--- config.mk ---
export PLATFORM = sky130hd
export DESIGN_NAME = sm83_fetch
export DESIGN_NICKNAME = d
export VERILOG_FILES = /design/src/rtl/sm83_pkg.sv /design/src/rtl/sm83_instr_len.sv /design/src/rtl/sm83_fetch.sv
export SDC_FILE = /design/constraint.sdc
export NUM_CORES = 1
export LEC_CHECK = 0
export ABC_AREA = 0
export CELL_PAD_IN_SITES_DETAIL_PLACEMENT = 0
export CELL_PAD_IN_SITES_GLOBAL_PLACEMENT = 1
export CORE_MARGIN = 2
export CORE_UTILIZATION = 23
export CTS_CLUSTER_DIAMETER = 100
export DETAILED_ROUTE_END_ITERATION = 8
export GPL_ROUTABILITY_DRIVEN = 0
export PLACE_DENSITY_LB_ADDON = 0.1
export SLEW_MARGIN = 20
export SYNTH_ARGS = -nofsm -noshare
export SYNTH_HDL_FRONTEND = slang
export SYNTH_SLANG_ARGS = --single-unit
--- constraint.sdc ---
create_clock -name clk -period 3.8 [get_ports clk]
set_input_delay 1.14 -clock clk [delete_from_list [all_inputs] [get_ports clk]]
set_output_delay 1.14 -clock clk [all_outputs]
set_load 0.03 [all_outputs]
--- src/rtl/sm83_pkg.sv ---
// Shared SM83 types and constants used by the fetch stage and its opcode
// length decoder (also reused by debugger and tracer tooling).
package sm83_pkg;

    typedef logic [7:0]  instr_t;
    typedef logic [15:0] addr_t;

    typedef enum logic [2:0] {
        FETCH_OP,
        FETCH_CB,
        FETCH_LO,
        FETCH_HI,
        HOLD,
        DRAIN
    } fetch_state_t;

    typedef enum logic [1:0] {
        IMM_0,
        IMM_8,
        IMM_16
    } imm_len_t;

    localparam instr_t OPC_CB_PREFIX = 8'hCB;

endpackage

--- src/rtl/sm83_instr_len.sv ---
// Combinational SM83 opcode classifier: number of immediate bytes that follow
// an unprefixed opcode, and whether the opcode is in the illegal set.
module sm83_instr_len
    import sm83_pkg::*;
(
    input  instr_t   opcode,
    output imm_len_t imm_len,
    output logic     illegal
);

    always_comb begin
        imm_len = IMM_0;
        illegal = 1'b0;
        case (opcode)
            8'h06, 8'h0E, 8'h16, 8'h1E, 8'h26, 8'h2E, 8'h36, 8'h3E,
            8'h18, 8'h20, 8'h28, 8'h30, 8'h38,
            8'hC6, 8'hCE, 8'hD6, 8'hDE, 8'hE6, 8'hEE, 8'hF6, 8'hFE,
            8'hE0, 8'hF0, 8'hE8, 8'hF8:
                imm_len = IMM_8;
            8'h01, 8'h11, 8'h21, 8'h31, 8'h08,
            8'hC2, 8'hC3, 8'hCA, 8'hD2, 8'hDA,
            8'hC4, 8'hCC, 8'hCD, 8'hD4, 8'hDC, 8'hEA, 8'hFA:
                imm_len = IMM_16;
            8'hD3, 8'hDB, 8'hDD, 8'hE3, 8'hE4, 8'hEB,
            8'hEC, 8'hED, 8'hF4, 8'hFC, 8'hFD:
                illegal = 1'b1;
            default: ;
        endcase
    end

endmodule

--- src/rtl/sm83_fetch.sv ---
// SM83 instruction fetch: reads opcode, CB suffix and immediates one byte at a
// time, then holds a complete bundle for decode. SM83_HALT_BUG_EN adds halt_bug.
module sm83_fetch
    import sm83_pkg::*;
#(
    parameter addr_t RESET_PC = 16'h0100
) (
    input  logic        clk,
    input  logic        rst_n,
    output logic [15:0] mem_addr,
    output logic        mem_rd,
    input  logic [7:0]  mem_rdata,
    input  logic        mem_ack,
    output logic        out_valid,
    input  logic        out_ready,
    output logic [7:0]  out_instr,
    output logic        out_is_cb,
    output logic [15:0] out_imm,
    output logic [1:0]  out_len,
    output logic        out_illegal,
    output logic [15:0] out_pc,
    input  logic        redirect,
    input  logic [15:0] redirect_pc,
    input  logic        stall
`ifdef SM83_HALT_BUG_EN
    ,
    input  logic        halt_bug
`endif
);

    fetch_state_t state_q, state_d;
    addr_t        pc_q, pc_d;
    addr_t        mem_addr_q, mem_addr_d;
    logic         mem_rd_q, mem_rd_d;
    instr_t       instr_q, instr_d;
    logic         is_cb_q, is_cb_d;
    addr_t        imm_q, imm_d;
    logic [1:0]   len_q, len_d;
    logic         illegal_q, illegal_d;
    addr_t        opc_pc_q, opc_pc_d;
    imm_len_t     imm_len_q, imm_len_d;

    imm_len_t     lut_imm_len;
    logic         lut_illegal;
    addr_t        op_step;
    logic         ack_take;

    sm83_instr_len u_instr_len (
        .opcode  (mem_rdata),
        .imm_len (lut_imm_len),
        .illegal (lut_illegal)
    );

`ifdef SM83_HALT_BUG_EN
    assign op_step = halt_bug ? 16'h0000 : 16'h0001;
`else
    assign op_step = 16'h0001;
`endif

    assign ack_take = mem_rd_q & mem_ack;

    always_comb begin
        state_d    = state_q;
        pc_d       = pc_q;
        mem_addr_d = mem_addr_q;
        mem_rd_d   = mem_rd_q;
        instr_d    = instr_q;
        is_cb_d    = is_cb_q;
        imm_d      = imm_q;
        len_d      = len_q;
        illegal_d  = illegal_q;
        opc_pc_d   = opc_pc_q;
        imm_len_d  = imm_len_q;

        // Redirect overrides everything; an ack landing in the same cycle is dropped.
        if (redirect) begin
            pc_d    = redirect_pc;
            state_d = (mem_rd_q && !mem_ack) ? DRAIN : FETCH_OP;
        end else begin
            case (state_q)
                FETCH_OP: if (ack_take) begin
                    opc_pc_d  = pc_q;
                    pc_d      = pc_q + op_step;
                    instr_d   = mem_rdata;
                    is_cb_d   = 1'b0;
                    imm_d     = '0;
                    illegal_d = 1'b0;
                    imm_len_d = IMM_0;
                    if (mem_rdata == OPC_CB_PREFIX) begin
                        len_d   = 2'd2;
                        state_d = FETCH_CB;
                    end else begin
                        imm_len_d = lut_imm_len;
                        illegal_d = lut_illegal;
                        case (lut_imm_len)
                            IMM_8: begin
                                len_d   = 2'd2;
                                state_d = FETCH_LO;
                            end
                            IMM_16: begin
                                len_d   = 2'd3;
                                state_d = FETCH_LO;
                            end
                            default: begin
                                len_d   = 2'd1;
                                state_d = HOLD;
                            end
                        endcase
                    end
                end
                FETCH_CB: if (ack_take) begin
                    instr_d = mem_rdata;
                    is_cb_d = 1'b1;
                    pc_d    = pc_q + 16'h0001;
                    state_d = HOLD;
                end
                FETCH_LO: if (ack_take) begin
                    imm_d[7:0] = mem_rdata;
                    pc_d       = pc_q + 16'h0001;
                    state_d    = (imm_len_q == IMM_16) ? FETCH_HI : HOLD;
                end
                FETCH_HI: if (ack_take) begin
                    imm_d[15:8] = mem_rdata;
                    pc_d        = pc_q + 16'h0001;
                    state_d     = HOLD;
                end
                HOLD: if (out_ready) begin
                    state_d = FETCH_OP;
                end
                DRAIN: if (mem_ack) begin
                    state_d = FETCH_OP;
                end
                default: state_d = FETCH_OP;
            endcase
        end

        // An outstanding read keeps its request and address until acked; otherwise
        // the next request is issued early so each byte costs only one cycle.
        if (mem_rd_q && !mem_ack) begin
            mem_rd_d   = 1'b1;
            mem_addr_d = mem_addr_q;
        end else begin
            mem_addr_d = pc_d;
            mem_rd_d   = (state_d inside {FETCH_CB, FETCH_LO, FETCH_HI}) ||
                         ((state_d == FETCH_OP) && !stall);
        end
    end

    always_ff @(posedge clk or negedge rst_n) begin
        if (!rst_n) begin
            state_q    <= FETCH_OP;
            pc_q       <= RESET_PC;
            mem_addr_q <= RESET_PC;
            mem_rd_q   <= 1'b0;
            instr_q    <= '0;
            is_cb_q    <= 1'b0;
            imm_q      <= '0;
            len_q      <= '0;
            illegal_q  <= 1'b0;
            opc_pc_q   <= '0;
            imm_len_q  <= IMM_0;
        end else begin
            state_q    <= state_d;
            pc_q       <= pc_d;
            mem_addr_q <= mem_addr_d;
            mem_rd_q   <= mem_rd_d;
            instr_q    <= instr_d;
            is_cb_q    <= is_cb_d;
            imm_q      <= imm_d;
            len_q      <= len_d;
            illegal_q  <= illegal_d;
            opc_pc_q   <= opc_pc_d;
            imm_len_q  <= imm_len_d;
        end
    end

    assign mem_addr    = mem_addr_q;
    assign mem_rd      = mem_rd_q;
    assign out_valid   = (state_q == HOLD);
    assign out_instr   = instr_q;
    assign out_is_cb   = is_cb_q;
    assign out_imm     = imm_q;
    assign out_len     = len_q;
    assign out_illegal = illegal_q;
    assign out_pc      = opc_pc_q;

endmodule

[Word-level counts from Yosys, hierarchy flattened]
Index checks and enable logic that the tools add are counted.
Storage, ports and cells
  logic and storage cells: 135
  input bits: 30
  output and inout bits: 62
  bits in registers: 82
Cells by class
  multiplexer cells: 28
  add/subtract/negate cells: 1
  reductions and logical operators: 23
  bitwise gates (word level): 2
  equal/unequal tests: 69
Operator list (count)
  equality test 8 bit, second input constant: 36
  equality test 8 x 6 -> 1 bit, second input constant: 10
  two-way mux 16 bit: 4
  equality test 8 x 5 -> 1 bit, second input constant: 4
  case mux 8 bit (2 select lines): 2
  two-way mux 3 bit: 10
  OR reduction 25 bit: 1
  OR reduction 17 bit: 1
  adder 16 x 1 -> 16 bit, second input constant: 1
  equality test 8 x 4 -> 1 bit, second input constant: 2
  case mux 3 bit (5 select lines): 1
  equality test 3 x 2 -> 1 bit, second input constant: 4
  AND reduction 4 bit: 3
  OR reduction 11 bit: 1
  equality test 8 x 1 -> 1 bit, second input constant: 1
  equality test 8 x 3 -> 1 bit, second input constant: 1
  two-way mux 8 bit: 1
  inequality test 2 bit, second input constant: 4
  case mux 2 bit (2 select lines): 2
  equality test 3 x 1 -> 1 bit, second input constant: 2
  equality test 3 bit, second input constant: 2
  zero test 3 bit: 2
  AND reduction 3 bit: 2
  nonzero test 2 bit: 3
  other kinds (13): 23

[Logic depth before layout (Yosys ltp)]
Gate-level depths: netlist of run 1.
  depth in word-level cells: 14
  mapped depth: 9
  depth with buffers taken out: 8

[By module]
A second synthesis of run 1 with hierarchy kept.
Second synthesis, totals
  cell total of the unflattened synthesis: 404
  area total of the unflattened synthesis: 3868.7 um^2
By module, submodules not included
  sm83_fetch: times used 1, area an instance 3629.7 um^2, cells an instance 364, sequential area each 2054.5 um^2
  sm83_instr_len: times used 1, area an instance 239.0 um^2, cells an instance 40, sequential area each 0.0 um^2

[Worst setup path after synthesis of run 1]
No wires, ideal clock.
  path kind: input -> register
  start: input port mem_rdata[3]
  end: register mem_rd_q (netlist: mem_rd)
  arrival: 3.020 ns
  slack: 0.694 ns
  buffers on the path: 1
  cell stages on the path: 9
  path through: clkbuf_1 > or3b_1 > a21oi_1 > a21oi_1 > o32a_1 > ha_1 > o32ai_1 > a21oi_1 > a32oi_1
On the way
  longest elaborated chain between the ends: 14
RTL lines
  start, declared: line sm83_fetch.sv:12  | input logic [7:0] mem_rdata,
  equality test 8 x 3 -> 1 bit (tied with other cells): line sm83_instr_len.sv:14  | case (opcode)
  OR reduction 25 bit / OR reduction 17 bit (equally long branches): line sm83_instr_len.sv:14
  case mux 2 bit (2 select lines): line sm83_instr_len.sv:14
  equality test 2 bit / equality test 2 x 1 -> 1 bit (equally long branches): line sm83_fetch.sv:95  | case (lut_imm_len)
  OR reduction 2 bit (no line)
  two-way mux 3 bit: line sm83_fetch.sv:95
  two-way mux 3 bit (*): line sm83_fetch.sv:89  | if (mem_rdata == OPC_CB_PREFIX) begin
  two-way mux 3 bit (*): line sm83_fetch.sv:81  | FETCH_OP: if (ack_take) begin
  case mux 3 bit (5 select lines) (*): line sm83_fetch.sv:80  | case (state_q)
  two-way mux 3 bit (*): line sm83_fetch.sv:76  | if (redirect) begin
  equality test 3 x 1 -> 1 bit (tied with other cells): line sm83_fetch.sv:144  | mem_rd_d = (state_d inside {FETCH_CB, FETCH_LO, FETCH_HI}) ||
  nonzero test 3 bit / logical AND 1 bit (equally long branches): line sm83_fetch.sv:144, sm83_fetch.sv:145
  logical OR 1 bit (*): line sm83_fetch.sv:144
  two-way mux 1 bit (*): line sm83_fetch.sv:139  | if (mem_rd_q && !mem_ack) begin
  named net mem_rd_d: line sm83_fetch.sv:34  | logic mem_rd_q, mem_rd_d;
  end signal, assigned: line sm83_fetch.sv:166  | mem_rd_q <= mem_rd_d;
  end, declared: line sm83_fetch.sv:34
The timed path passes the listed nets; every way through them passes the cells marked *.
A chain may end at the register's enable or synchronous reset.

[Worst setup path in the final report of run 1]
  start: input port mem_rdata[4]
  end: register mem_rd_q (netlist: mem_rd)
Same word-level chain as after synthesis.

==> results of run 1 <==
==> cells in the final DEF, fill, tap and decap left out, types with 5 or more instances in the layout <==
master,count
xnor2_1,9
nor3_1,6
inv_1,7
o21ai_0,33
buf_4,24
nand2_1,114
nor4_1,5
clkdlybuf4s50_1,90
nor2_1,13
clkbuf_16,9
mux2_2,18
nand3_1,7
xor2_1,6
a21oi_1,7
dfrtp_1,80
==> synth_stat cells (5+ instances only) <==
master    number
a21oi_1        7
clkbuf_1      19
dfrtp_1       80
inv_1          7
mux2_2        18
nand2_1      114
nand3_1        7
nor2_1        13
nor3_1         6
nor4_1         5
o21ai_0       33
xnor2_1        9
xor2_1         6
==> report_power, final <==
part	leakage, nW	internal (mW)	switching [mW]
clock network	0.158	0.589	0.367
logic	1.08	0.471	0.631
registers	1.03	1.07	0.148
==> metrics by stage <==
stage | util, % | power [mW]
after global placement | 30.3 | 2.35
after CTS | 32.2 | 3.33
after floorplan | - | 1.83
final | 32.2 | 3.27
after global routing | 32.2 | 3.45
after detailed placement | 30.3 | 2.35
==> critical path, delay by kind of cell <==
family / cells / cell delay (ns)
compound gates: 6 / 1.23
fa+ha+maj: 1 / 0.33
buf+inv: 1 / 0.53
simple gates: 1 / 0.31
==> per-layer routing <==
metal	vias to the layer above	track usage (%)
met2	85	22.4
met4	0	5.56
met5	-	0
met1	1589	18.0
li1	1604	-
met3	13	2.32
==> sequential cells by signal (all words and copies together), names as in the netlist <==
register	cells
mem_addr	16
out_imm	16
out_pc	16
pc_q	16
out_instr	8
state_q	3
imm_len_q	2
out_len	2
mem_rd	1
out_illegal	1
out_is_cb	1
==> worst paths after layout <==
kind	from	endpoint	slack, ns
worst max-delay path	mem_rdata[4]	mem_rd	0.52
worst min-delay path	out_imm[12]	out_imm[12]	0.48
worst max register to register	state_q[2]	mem_addr[11]	1.54
worst min register to register	out_imm[12]	out_imm[12]	0.48
max in group asynchronous	rst_n	mem_addr[8]	2.26
min in group asynchronous	rst_n	out_imm[1]	0.77
==> cells by family after synthesis <==
| family | count (synthesis) | synth area share, % |
|---|---|---|
| xor+xnor | 15 | 3.31 |
| flops | 82 | 51.8 |
| compound gates | 69 | 10.9 |
| mux | 20 | 5.62 |
| simple gates | 184 | 22.4 |
| fa+ha+maj | 3 | 0.947 |
| buf+inv | 37 | 5.02 |
==> area by class of cell <==
type,count,area [um^2]
fill,1800,11600
sequential,82,2050
multi-input combinational,291,1720
timing repair buffer,114,1080
tap,225,282
clock buffer,10,239
clock inverter,5,78.8
inverter,8,30.0
==> metrics, run 1 <==
outcome=completed; synthesized area=around 0.004 mm^2; Die X=between 100 and 150 um; Final WS setup=0.517 ns; Final Skew=roughly 0.0064 ns; minimum clock period after layout=between 3 and 4 ns; Layout Nets=539; post-synth top area share=50.5%; Fmax=around 300 MHz; final worst-path cycle share=a little under nine tenths; CP startpoint kind=input port; met2 WL=between 5 and 6 mm; Cells after DPL=slightly above 700; asr flop ratio synth=100%; Core Footprint=roughly 0.017 mm^2; WP data required=about 4 ns; initial antenna violation count=0; Vias=3291; worst hold slack=around 0.48 ns; PortBufs=91; Rel. slew slack=61.3%; met3 routed WL=482 um; die height=~140 um; Leak Pwr=between 2 and 2.5 nW; critical path's most frequent cell=o32ai_1; WL met1=about 5.5 mm; first-pass GRT wire length=approximately 19 mm; RSZ-0062 raised after global routing=false; DP Area=between 0.005 and 0.006 mm^2; Synthesized Nets=~440; Place WS=between 0.15 and 0.2 ns; Layout Cells excl Fill=approximately 740; post-route DRC violation count=0; Max Fanout on Critical Path=7; VDD IR max=~0.27 mV; post-cts gate resize count=0; Yosys cell types=64; Reg clk slew, reported paths=0.06 ns; # Post-CTS Setup Buffers=0; PD cells=~600 mW/mm^2; fin. max-slew vios=0; Final setup viols=0; Critical Path, Cell by Cell=clkdlybuf4s50_1, or2_1, o32ai_1, a31oi_1, o32a_1, ha_1, o32ai_1, a21oi_1, a32oi_1; HP Class=flip-flop to flip-flop; post-synthesis sequential area ratio=approximately 52%; peak per-stage delay on the critical path=around 0.53 ns; CTS tree=built; Synthesis Warnings=0; Congestion Overflow GR=0; hpwl dp=8.71 mm; final hold vios=0; DR iter-0 viols=83; hold_buf cts=0; CTS root buf=clkbuf_16; H-Tree Depth=3; clk sink count=between 80 and 90; fraction of layout cells with a size suffix above 1=around 14%; number of global-route vias before repair=about 3300; post-route ant nets=0; n_diodes=0; worst skew pair latency=0.35 ns; final wirelength=11.8 mm; Row Count=48; max cap viols=0; Synth area leader=dfrtp_1; crit path max-delay cell type=clkdlybuf4s50_1; number of synthesized flops with an enable pin=0; top cells by area, synth=dfrtp_1 (51%), nand2_1 (11%), mux2_2 (5.1%), o21ai_0 (4.2%), xnor2_1 (2.0%); Num CTS Buffers=9; worst r2r path cells=5; # IOs=just over 90; crit path DAT=roughly 3.5 ns; GRT Util Overall=between 10 and 15%; hold path depth=2; Synth Instances=between 400 and 500; most used flip-flop cell after synthesis=dfrtp_1; Vias/cell=about 4.5; setup TNS=0 ns; cell area after layout=about 0.0055 mm^2; Syn Area/Cell=between 9 and 10 um^2; largest net degree at the start of global routing=40; Synth Register Bits=82; drt pass-1 iters=5; Area Overhead vs Synth=38.4%; critical path type=input port to flip-flop; Die Footprint=roughly 0.018 mm^2; wire per inst=around 16 um; Starting Density=around 23%; Max clock buf depth=2; uppermost routed layer=met4; Worst Max-Slew Pin Slew=about 0.57 ns; CP Capture Type=flip-flop
Note: power is estimated with default switching activity, not from simulation.
==> run 2, diff against run 1 <==
--- a/config.mk
+++ b/config.mk
@@ -15,4 +15,5 @@
 export GPL_ROUTABILITY_DRIVEN = 0
 export PLACE_DENSITY_LB_ADDON = 0.1
+export SETUP_SLACK_MARGIN = 0.5
 export SLEW_MARGIN = 20
 export SYNTH_ARGS = -nofsm -noshare
==> constraint.sdc (replaced) <==
create_clock -name clk -period 3.8 [get_ports clk]
set_input_delay 1.14 -clock clk [delete_from_list [all_inputs] [get_ports clk]]
set_output_delay 1.14 -clock clk [all_outputs]
set_load 0.1 [all_outputs]
==> metrics, run 2 (synthesized netlist as in run 1, its figures left out) <==
drt pass-1 iters=4 (-1); most common cell after layout, fill and taps aside=nand2_1; CTS tree=built; Vias/cell=4.44 (-0.91%); n_diodes=0 (unchanged); CP Capture Type=flip-flop; GRT Util Overall=13.5% (-0.22 points); crit path DAT=3.39 ns (-0.15 ns); reg-to-reg startpoint=state_q[2]; Worst Max-Slew Pin Slew=0.701 ns (+0.127 ns); critical path type=input port to flip-flop; Fmax=321 MHz (+5.3%); wire per inst=16.0 um (-0.42%); final worst-path cycle share=82.0% (-4.4 points); commonest non-fill, non-tap cells in the layout=nand2_1 (114), buf_4 (85), dfrtp_1 (80); VDD IR max=0.313 mV (+16%); hpwl dp=8.69 mm (-0.19%); die height=135 um (unchanged); setup TNS=0 ns (unchanged); met3 usage=2.47% (+0.15 points); Congestion Overflow GR=0 (unchanged); Area Overhead vs Synth=34.6%; Core Footprint=0.0171 mm^2 (unchanged); met1 Usage GRT=18.2% (+0.14 points); initial antenna violation count=0 (unchanged); H-Tree Depth=3 (unchanged); DR iter-0 viols=150 (+81%); outcome=completed; # IOs=92 (unchanged); Die Footprint=0.0183 mm^2 (unchanged); Starting Density=23.2% (unchanged); Reg clk slew, reported paths=0.07 ns (about the same); Row Count=48 (unchanged); worst r2r path cells=5 (unchanged); Rel. slew slack=52.8% (-8.5 points); # Post-CTS Setup Buffers=0 (unchanged); crit path launch=mem_rdata[1]; PortBufs=91 (unchanged); post-route DRC violation count=0 (unchanged); Final Skew=0.00924 ns (+0.00288 ns); number of global-route vias before repair=3249 (-1.7%); first-pass GRT wire length=18.6 mm (-2.2%); CP startpoint kind=input port; Final setup viols=0 (unchanged); Max clock buf depth=2 (unchanged); Die X=135 um (unchanged); Layout Nets=538 (-0.19%); CP Capture Point=mem_rd; RSZ-0062 raised after global routing=false; hold_buf cts=0 (unchanged); Num CTS Buffers=9 (unchanged); fin. max-slew vios=0 (unchanged); met2 Use GR=21.3% (-1.1 points); minimum clock period after layout=3.12 ns (-0.167 ns); HP Class=flip-flop to flip-flop; final hold vios=0 (unchanged); reg2reg end=mem_addr[11]; fraction of layout cells with a size suffix above 1=26.1% (+13 points); post-route ant nets=0 (unchanged); PD cells=769 mW/mm^2 (+29%); Vias=3261 (-0.91%); reg2reg setup slack=1.54 ns (about the same); Max Fanout on Critical Path=3 (-4); max cap viols=0 (unchanged); layer with the highest usage=met2; clk sink count=82 (unchanged); WP data required=4.07 ns (about the same); Leak Pwr=2.35 nW (+3.4%); final wirelength=11.8 mm (-0.42%); CTS root buf=clkbuf_16; largest net degree at the start of global routing=52 (+30%); fin util=31.3% (-0.88 points); worst skew pair latency=0.35 ns (about the same)
-- run 2: cell count changes in the layout (fill, tap and decap cells not counted), moves of 2 or more --
cell and change:
o32ai_2 +2, clkdlybuf4s50_1 -62, buf_4 +61, o32ai_1 -2, clkbuf_1 +2
-- run 2: worst min path at each step --
| stage | from | end | cells after the start |
|---|---|---|---|
| 2_1_floorplan | imm_len_q[1] | imm_len_q[1] | 2 |
| 3_3_place_gp | out_pc[0] | out_pc[0] | 2 |
| 3_5_place_dp | mem_addr[0] | mem_addr[0] | 2 |
| 4_1_cts | mem_addr[0] | mem_addr[0] | 2 |
| 5_1_grt | out_pc[10] | out_pc[10] | 2 |
| 6_report | mem_addr[0] | mem_addr[0] | 2 |
-- run 2: worst max-delay path, stage by stage --
cell and delay (ns):
clkdlybuf4s50_1 0.47, or3b_1 0.36, a21oi_1 0.16, a21oi_1 0.06, o32a_1 0.37, ha_4 0.25
o32ai_2 0.28, a21oi_1 0.10, a32oi_1 0.20
-- run 2: timing repair --
action                     4_1_cts  5_1_grt
resized for setup                0        3
setup endpoints to repair        0        2
hold endpoints to repair         0        0
-- run 2: layout make-up --
class / instances / area (um^2)
clock inverters: 4 / 51.3
flip-flops and latches: 82 / 2050
repair buffers: 113 / 918
fillers: 1845 / 11700
clock buffers: 12 / 246
well taps: 225 / 282
inverters: 8 / 30.0
multi-input cells: 291 / 1750
-- run 2: through the flow --
stage	setup WS (ns)	instance area, um^2	total power, mW	instances	hold WS [ns]
global route	0.576	5330	4.27	735	0.501
floorplan	0.694	3970	2.76	410	0.458
global placement	0.241	5010	3.23	719	0.467
detailed placement	0.216	5010	3.23	719	0.462
CTS	0.564	5310	4.16	735	0.481
finish	0.684	5330	4.10	735	0.476
-- run 2: report_power, final --
| group | internal [mW] | leakage, nW | switching (mW) |
|---|---|---|---|
| clock | 0.528 | 0.143 | 0.373 |
| sequential | 1.07 | 1.03 | 0.148 |
| combinational | 0.406 | 1.17 | 1.58 |
-- run 2: layer usage --
metal | up-vias | share of wire [%] | wire length [um]
li1 | 1614 | - | -
met5 | - | 0 | 0
met2 | 82 | 47 | 5570
met1 | 1553 | 47 | 5530
met4 | 0 | 1.8 | 214
met3 | 12 | 3.8 | 444
